<file path="src/rtl/countdown_timer_ctrl.sv">
// Countdown timer controller: N-digit BCD count/preset, two-button UI with long-press
// programming mode, flashing edit cursor, run/pause, reload and expiry.
module countdown_timer_ctrl #(
    parameter int DIGITS            = 4,
    parameter int TICK_DIV          = 50000000,
    parameter int LONG_PRESS_CYCLES = 250000000,
    parameter int FLICKER_DIV       = 12500000
) (
    input  logic                  clk,
    input  logic                  reset,
    input  logic                  btn1,
    input  logic                  btn2,
    output logic [4*DIGITS-1:0]   digits_out,
    output logic [DIGITS-1:0]     blank_out,
    output logic                  mode_prog,
    output logic                  running,
    output logic                  expired
);

    localparam int BW     = 4 * DIGITS;
    localparam int CUR_W  = (DIGITS > 1) ? $clog2(DIGITS) : 1;
    localparam int TDW    = $clog2(TICK_DIV);
    localparam int HOLD_W = $clog2(LONG_PRESS_CYCLES + 1);
    localparam int FDW    = $clog2(FLICKER_DIV + 1);

    localparam logic [TDW-1:0]    TICK_LAST  = TDW'(TICK_DIV - 1);
    localparam logic [HOLD_W-1:0] HOLD_MAX   = HOLD_W'(LONG_PRESS_CYCLES);
    localparam logic [FDW-1:0]    FLICK_LAST = FDW'(FLICKER_DIV - 1);
    localparam logic [CUR_W-1:0]  CUR_LAST   = CUR_W'(DIGITS - 1);

    typedef enum logic [1:0] {
        ST_IDLE,
        ST_RUN,
        ST_PROG,
        ST_EXPIRED
    } state_t;

    function automatic logic [3:0] digit_inc(input logic [3:0] d);
        return (d >= 4'd9) ? 4'd0 : d + 4'd1;
    endfunction

    // Only called on a non-zero value, so the final borrow is never lost.
    function automatic logic [BW-1:0] bcd_dec(input logic [BW-1:0] v);
        logic [BW-1:0] r;
        logic          borrow;
        r      = v;
        borrow = 1'b1;
        for (int i = 0; i < DIGITS; i++) begin
            if (borrow) begin
                if (v[4*i +: 4] == 4'd0) begin
                    r[4*i +: 4] = 4'd9;
                end else begin
                    r[4*i +: 4] = v[4*i +: 4] - 4'd1;
                    borrow      = 1'b0;
                end
            end
        end
        return r;
    endfunction

    state_t              state_q, state_d;
    logic [BW-1:0]       preset_q, preset_d;
    logic [BW-1:0]       count_q, count_d;
    logic [CUR_W-1:0]    cursor_q, cursor_d;
    logic                btn1_prev_q, btn2_prev_q;
    logic [HOLD_W-1:0]   hold_q, hold_d;
    logic                long_fired_q, long_fired_d;
    logic [TDW-1:0]      tdiv_q, tdiv_d;
    logic [FDW-1:0]      fdiv_q, fdiv_d;
    logic                phase_q, phase_d;

    logic [BW-1:0]       digits_q, digits_d;
    logic [DIGITS-1:0]   blank_q, blank_d;
    logic                mode_prog_q, mode_prog_d;
    logic                running_q, running_d;
    logic                expired_q, expired_d;

    logic                btn1_fall, btn2_rise;
    logic                short_press, long_press, tick;
    logic [BW-1:0]       count_dec;

    // Button events: the long press fires once, the first cycle the hold counter sits at its ceiling.
    always_comb begin
        btn1_fall    = ~btn1 & btn1_prev_q;
        btn2_rise    = btn2 & ~btn2_prev_q;
        short_press  = btn1_fall & (hold_q != HOLD_MAX);
        long_press   = (hold_q == HOLD_MAX) & ~long_fired_q;
        hold_d       = '0;
        if (btn1) begin
            hold_d = (hold_q == HOLD_MAX) ? hold_q : hold_q + 1'b1;
        end
        long_fired_d = btn1 & (long_fired_q | long_press);
        tick         = (state_q == ST_RUN) && (tdiv_q == TICK_LAST);
        count_dec    = tick ? bcd_dec(count_q) : count_q;
    end

    always_comb begin
        state_d  = state_q;
        count_d  = count_q;
        preset_d = preset_q;
        cursor_d = cursor_q;
        tdiv_d   = '0;
        fdiv_d   = '0;
        phase_d  = 1'b0;

        case (state_q)
            ST_IDLE: begin
                if (short_press && (count_q != '0)) begin
                    state_d = ST_RUN;
                end else if (long_press) begin
                    state_d  = ST_PROG;
                    cursor_d = '0;
                end else if (btn2_rise) begin
                    count_d = preset_q;
                end
            end
            ST_RUN: begin
                count_d = count_dec;
                tdiv_d  = tick ? '0 : tdiv_q + 1'b1;
                if (short_press) begin
                    state_d = ST_IDLE;
                end else if (btn2_rise) begin
                    count_d = preset_q;
                    tdiv_d  = '0;
                    state_d = (preset_q == '0) ? ST_EXPIRED : ST_RUN;
                end else if (count_dec == '0) begin
                    state_d = ST_EXPIRED;
                end
            end
            ST_PROG: begin
                if (short_press) begin
                    cursor_d = (cursor_q == CUR_LAST) ? '0 : cursor_q + 1'b1;
                end else if (long_press) begin
                    count_d = preset_q;
                    state_d = ST_IDLE;
                end else if (btn2_rise) begin
                    for (int i = 0; i < DIGITS; i++) begin
                        if (CUR_W'(i) == cursor_q) begin
                            preset_d[4*i +: 4] = digit_inc(preset_q[4*i +: 4]);
                        end
                    end
                end
            end
            ST_EXPIRED: begin
                if (short_press) begin
                    count_d = preset_q;
                    state_d = ST_IDLE;
                end else if (long_press) begin
                    state_d  = ST_PROG;
                    cursor_d = '0;
                end else if (btn2_rise) begin
                    count_d = preset_q;
                    state_d = ST_IDLE;
                end
            end
            default: begin
                state_d = ST_IDLE;
            end
        endcase

        if (state_d != ST_RUN) begin
            tdiv_d = '0;
        end

        // Blink restarts unblanked on every entry into PROG.
        if ((state_q == ST_PROG) && (state_d == ST_PROG)) begin
            if (fdiv_q == FLICK_LAST) begin
                fdiv_d  = '0;
                phase_d = ~phase_q;
            end else begin
                fdiv_d  = fdiv_q + 1'b1;
                phase_d = phase_q;
            end
        end
    end

    always_comb begin
        digits_d    = (state_d == ST_PROG) ? preset_d : count_d;
        mode_prog_d = (state_d == ST_PROG);
        running_d   = (state_d == ST_RUN);
        expired_d   = (state_d == ST_EXPIRED);
        blank_d     = '0;
        for (int i = 0; i < DIGITS; i++) begin
            blank_d[i] = mode_prog_d & phase_d & (CUR_W'(i) == cursor_d);
        end
    end

    always_ff @(posedge clk) begin
        if (reset) begin
            state_q      <= ST_IDLE;
            preset_q     <= '0;
            count_q      <= '0;
            cursor_q     <= '0;
            hold_q       <= '0;
            long_fired_q <= 1'b0;
            tdiv_q       <= '0;
            fdiv_q       <= '0;
            phase_q      <= 1'b0;
            digits_q     <= '0;
            blank_q      <= '0;
            mode_prog_q  <= 1'b0;
            running_q    <= 1'b0;
            expired_q    <= 1'b0;
        end else begin
            state_q      <= state_d;
            preset_q     <= preset_d;
            count_q      <= count_d;
            cursor_q     <= cursor_d;
            hold_q       <= hold_d;
            long_fired_q <= long_fired_d;
            tdiv_q       <= tdiv_d;
            fdiv_q       <= fdiv_d;
            phase_q      <= phase_d;
            digits_q     <= digits_d;
            blank_q      <= blank_d;
            mode_prog_q  <= mode_prog_d;
            running_q    <= running_d;
            expired_q    <= expired_d;
        end
        // Tracking the level through reset means a button held across reset release gives no edge.
        btn1_prev_q <= btn1;
        btn2_prev_q <= btn2;
    end

    assign digits_out = digits_q;
    assign blank_out  = blank_q;
    assign mode_prog  = mode_prog_q;
    assign running    = running_q;
    assign expired    = expired_q;

endmodule
</file>
<file path="config.mk">
export PLATFORM = sky130hd
export DESIGN_NAME = countdown_timer_ctrl
export DESIGN_NICKNAME = d
export VERILOG_FILES = /design/src/rtl/countdown_timer_ctrl.sv
export SDC_FILE = /design/constraint.sdc
export NUM_CORES = 1
export LEC_CHECK = 0
export ABC_AREA = 1
export CAP_MARGIN = 10
export CORE_MARGIN = 4
export CORE_UTILIZATION = 50
export CTS_CLUSTER_DIAMETER = 40
export DETAILED_ROUTE_END_ITERATION = 12
export PLACE_DENSITY = 0.77
export SETUP_SLACK_MARGIN = 0.02
export SLEW_MARGIN = 10
export SYNTH_ARGS = -nofsm -noshare
export SYNTH_HDL_FRONTEND = slang
export SYNTH_SLANG_ARGS = --single-unit
</file>
<file path="constraint.sdc">
create_clock -name clk -period 2.75 [get_ports clk]
set_clock_uncertainty 0.1 [all_clocks]
set_input_delay 0.275 -clock clk [delete_from_list [all_inputs] [get_ports clk]]
set_output_delay 0.275 -clock clk [all_outputs]
set_load 0.01 [all_outputs]
</file>
# Yosys cells after proc, flatten, opt, wreduce, memory -nomap -nowiden
# Index checks and enable logic that the tools add are counted.
# classes
n_addsub	12
order_cmp	4
n_eq_ne	18
mux	58
n_bitwise	17
n_reduce_logical	16
# ops
cell	count
16-bit 2-to-1 mux	14
26-bit 2-to-1 mux	3
16-bit case mux with 4 select lines	1
4-bit 2-to-1 mux	15
16-bit logical NOT	2
2-bit 2-to-1 mux	16
28-bit by 1-bit adder with 28-bit output (second input constant)	1
28-bit == test (second input constant)	1
28-bit != test (second input constant)	1
26-bit by 1-bit adder with 26-bit output (second input constant)	1
26-bit == test (second input constant)	1
24-bit by 1-bit adder with 24-bit output (second input constant)	1
24-bit == test (second input constant)	1
4-bit by 1-bit adder with 4-bit output (second input constant)	4
4-bit >= comparator (second input constant)	4
4-bit logical NOT	4
16-bit nonzero test	1
4-bit by 1-bit subtractor with 4-bit output (second input constant)	4
1-bit AND	10
2-bit == test (second input constant)	5
2-bit == test (first input constant)	4
2-bit case mux with 4 select lines	1
1-bit 2-to-1 mux	7
2-bit logical NOT	3
10 further kinds	20
# word_totals
ff_bits	141
in_bits	4
output_inout_bits	23
wordCells	141

# Longest topological paths before layout
# Gate-level depths: netlist of the first run.
# logic_depth
depth_word	16
ltp_mapped	22
mapped_depth_nobuf	21

# Least setup slack after synthesis of the first run
# No wires, ideal clock.
# synth_timing
path_type	flip-flop to flip-flop
from	reg count_q[0]
to	reg digits_q[15] (netlist: digits_out[15])
setup_time_ns	0.113
arrival_ns	2.162
setup_slack_ns	0.375
path_stages_with_launch	21
n_path_buf	1
path_cell_list	dfxtp_1 > inv_1 > ha_1 > nand3_1 > inv_1 > nand2_1 > nor2_2 > nand3_1 > nand2_1 > nand2_1 > nor2_1 > nand2_1 > nor2_1 > nand2_1 > nand2_1 > nand2_2 > nand2_4 > nand3_4 > buf_2 > nor2_1 > nor2_1
# synth_between
elab_chain_cells	13
word_cells_on_any_way	24
# synth_lines
element	line_no	source
from (decl)	63	logic [BW-1:0] count_q, count_d;
from (signal assigned)	207	count_q <= count_d;
4-bit logical NOT	50	if (v[4*i +: 4] == 4'd0) begin
1-bit 2-to-1 mux	50	
1-bit 2-to-1 mux (2 in series)	49	if (borrow) begin
4-bit 2-to-1 mux	49	
16-bit 2-to-1 mux	94	count_dec = tick ? bcd_dec(count_q) : count_q;
16-bit logical NOT	126	end else if (count_dec == '0) begin
2-bit 2-to-1 mux	126	
2-bit 2-to-1 mux	122	end else if (btn2_rise) begin
2-bit 2-to-1 mux	120	if (short_press) begin
2-bit case mux with 4 select lines	106	case (state_q)
2-bit == test	178	digits_d = (state_d == ST_PROG) ? preset_d : count_d;
16-bit 2-to-1 mux *	178	
to (signal assigned)	214	digits_q <= digits_d;
to (decl)	72	logic [BW-1:0] digits_q, digits_d;
# Every way passes the cells marked *; elsewhere a longest branch is shown, timed or not.
# A chain may end at the register's enable or synchronous reset.

# Worst setup path in the final report of the first run
# layout_timing
from	reg count_q[1]
to	reg digits_q[8] (netlist: digits_out[8])
# Same word-level chain as after synthesis.

==> results of run 1 <==
-- kinds of logic (layout without fill, tap and decap cells) --
logic type      count (synthesis)  count (layout)  synth area share
fa+ha+maj                      25              25            0.0355
flops                         141             141             0.320
xor+xnor                       18              18            0.0179
buf+inv                       244             324             0.111
simple gates                  760             760             0.381
compound gates                216             216             0.135
-- through the flow --
step,cells,setup TNS [ns],hold WS [ns],cell area (um2)
5_1_grt,1709,-3.91,0.214,10800
4_1_cts,1687,0,0.217,10200
3_3_place_gp,1653,0,0.332,9540
6_report,1709,0,0.223,10800
3_5_place_dp,1653,-0.0141,0.340,9540
2_1_floorplan,1404,0,0.203,8820
-- worst max-delay path, cell delays in order (launching register included) --
cell and delay (ns):
dfxtp_1 0.33, inv_1 0.11, ha_4 0.16, nand3_2 0.14, nor2_4 0.24, nand2_1 0.13
nand2_1 0.09, nand2_1 0.07, nor2_2 0.09, nor2_1 0.07, nor2_1 0.09, nand2_1 0.06
nor2_1 0.13, nand2_1 0.08, nand2_1 0.08, nand2_2 0.06, nand2_4 0.09, nand3_4 0.15
clkbuf_16 0.23, nand2_1 0.06, nand2_1 0.05, nor2_1 0.08
-- final cells by class --
cell class	count	area share
inverters	200	0.0695
clock inverters	14	0.0182
well taps	225	0.0261
flip-flops and latches	141	0.262
clock buffers	18	0.0406
multi-input cells	1019	0.495
repair buffers	92	0.0888
-- worst max-delay path by stage --
stage | start | endpoint | slack [ns] | depth (start not counted)
floorplan | count_q[0] | digits_out[15] | 0.38 | 20
global placement | hold_q[0] | digits_out[15] | 0.000002 | 14
detailed placement | hold_q[0] | digits_out[15] | -0.01 | 14
CTS | count_q[1] | digits_out[0] | 0.04 | 20
global route | count_q[1] | digits_out[11] | -0.16 | 20
finish | count_q[1] | digits_out[8] | 0.02 | 21
-- report_power, final --
part           total [uW]  internal, uW  switching [uW]
Combinational        1270           484             783
Sequential           2210          2140            69.1
Clock                2510          1490            1020
-- flip-flops by register name, summed over array words and instances (netlist names), 2 cells and up --
| register | count |
|---|---|
| blank_out | 4 |
| count_q | 16 |
| cursor_q | 2 |
| digits_out | 16 |
| fdiv_q | 24 |
| hold_q | 28 |
| preset_q | 16 |
| state_q | 2 |
| tdiv_q | 26 |
-- Yosys cell counts, drive strengths merged (18+ instances only) --
master and count:
nand2 306, nor3 39, nand3 92, nand4 31, o21ai 109, dfxtp 141
buf 18, nor2 256, clkbuf 26, inv 199, ha 25, a21oi 72
-- routing by layer --
layer,GRT usage,wire length [um]
met2,0.399,12000
met3,0.0417,1720
met1,0.293,10400
met4,0.105,969
met5,0,0
-- repair_timing --
action / CTS / global route
buffers inserted: 2 / 15
gates resized for setup: 1 / 89
endpoints found under the setup margin: 5 / 72
cloned: 0 / 7
pin swaps: 1 / 14
==> impl_metrics.json, run 1 <==
{
  "status": "finished clean",
  "synth_edf_count": 0,
  "n_fill_cell": 1529,
  "grt_setup_unrepaired": "yes",
  "ir_drop_mv": 0.523,
  "layout_common_cells": "nand2_1, nor2_1, inv_1, dfxtp_1, o21ai_0",
  "hpwl_um": 16500,
  "yosys.area.top_type_share": 0.320,
  "die_x_um": 141,
  "crit_fanout": 16,
  "drc": 0,
  "std_cell_rows": 48,
  "cts_tree": "yes",
  "maxSlewViolCount": 0,
  "via_count": 9341,
  "ys_warn_count": 0,
  "syn-instance-count": 1404,
  "multi_input_area_mm2": 0.00535,
  "finalHoldViolCount": 0,
  "die_y_um": 141,
  "synth-seq-cells": 141,
  "cts_sinks": 141,
  "detail-route-antenna-nets": 0,
  "drt_iter0_markers": 805,
  "core_area_mm2": 0.0173,
  "viasPerCell": 5.47,
  "cts_buffer_depth": 2,
  "max_cap_viol_count": 0,
  "min_path_type": "primary input to flip-flop",
  "insertion_delay_ns": 0.43,
  "drive_gt1_frac": 0.140,
  "ys_seq_area_frac": 0.320,
  "worstSetupPathType": "flip-flop to flip-flop",
  "worst-slew-pin-transition_ns": 0.669,
  "synth_ff_type": "dfxtp_1",
  "period_needed_ns": 2.73,
  "cellLeakagePower_uw": 0.00460,
  "grt_pass1_wl_um": 38900,
  "endpoint_kind": "flip-flop",
  "timing.rr.start": "count_q[1]",
  "finalWorstSetupSlack_ns": 0.0248,
  "setup_viol": 0,
  "crit_required_ns": 3.02,
  "register_area_mm2": 0.00283,
  "synth_area_mm2": 0.00882,
  "ys_top_cells_by_area": "dfxtp_1, nand2_1, nor2_1",
  "dieArea_mm2": 0.0198,
  "postLayoutCoreUtil": 0.625,
  "track_usage": 0.236,
  "pin_count": 27,
  "fmax_mhz": 367,
  "nNetsFinal": 1500,
  "r2r_slack_ns": 0.02,
  "relSlewSlack": 0.554,
  "power_density_mw_per_mm2": 554,
  "grt_pass1_vias": 8468,
  "grt-ovfl-total": 0,
  "gp_congestion": 0.968,
  "start_util": 0.510,
  "fin_crit_sh": 0.991,
  "antenna_cells": 0,
  "yosys.area.top_type": "dfxtp_1",
  "synth_area_per_cell_um2": 6.28,
  "yosysUniqueCellTypes": 46,
  "arrival_ns": 2.99,
  "hold_start": "btn2",
  "cts_buffers": 17,
  "syn2layout_area_growth_pct": 22.5,
  "routed_wl_um": 25100,
  "holdPathEnd": "btn2_prev_q",
  "routedWlPerCell_um": 14.7,
  "syn_nets": 1433,
  "antenna_found_initial": 0,
  "startpoint_type": "flip-flop",
  "cts-root-buf": "clkbuf_16",
  "hold_depth": 1,
  "port_buffers": 26,
  "final_common_cell": "nand2_1",
  "finalPower_uw": 5980,
  "reg2reg_depth": 21,
  "drt-pass1-iter-count": 7,
  "rr_endpoint": "digits_out[8]",
  "cts_max_level": 4,
  "async_flop_share": 0,
  "pre_cts_slack_ns": -0.0141,
  "postCtsHoldBufs": 0,
  "clkTransAtPathRegs_ns": 0.06,
  "grt_max_degree": 35
}
(Power assumes the default switching activity.)
==> inputs of run 2 (changes only) <==
--- a/config.mk
+++ b/config.mk
@@ -10,6 +10,7 @@
 export CORE_MARGIN = 4
 export CORE_UTILIZATION = 50
 export CTS_CLUSTER_DIAMETER = 40
+export CTS_CLUSTER_SIZE = 24
 export DETAILED_ROUTE_END_ITERATION = 12
 export PLACE_DENSITY = 0.77
 export SETUP_SLACK_MARGIN = 0.02
==> results of run 2 <==
No change in the layout: final DEF, timing and power equal those of run 1.
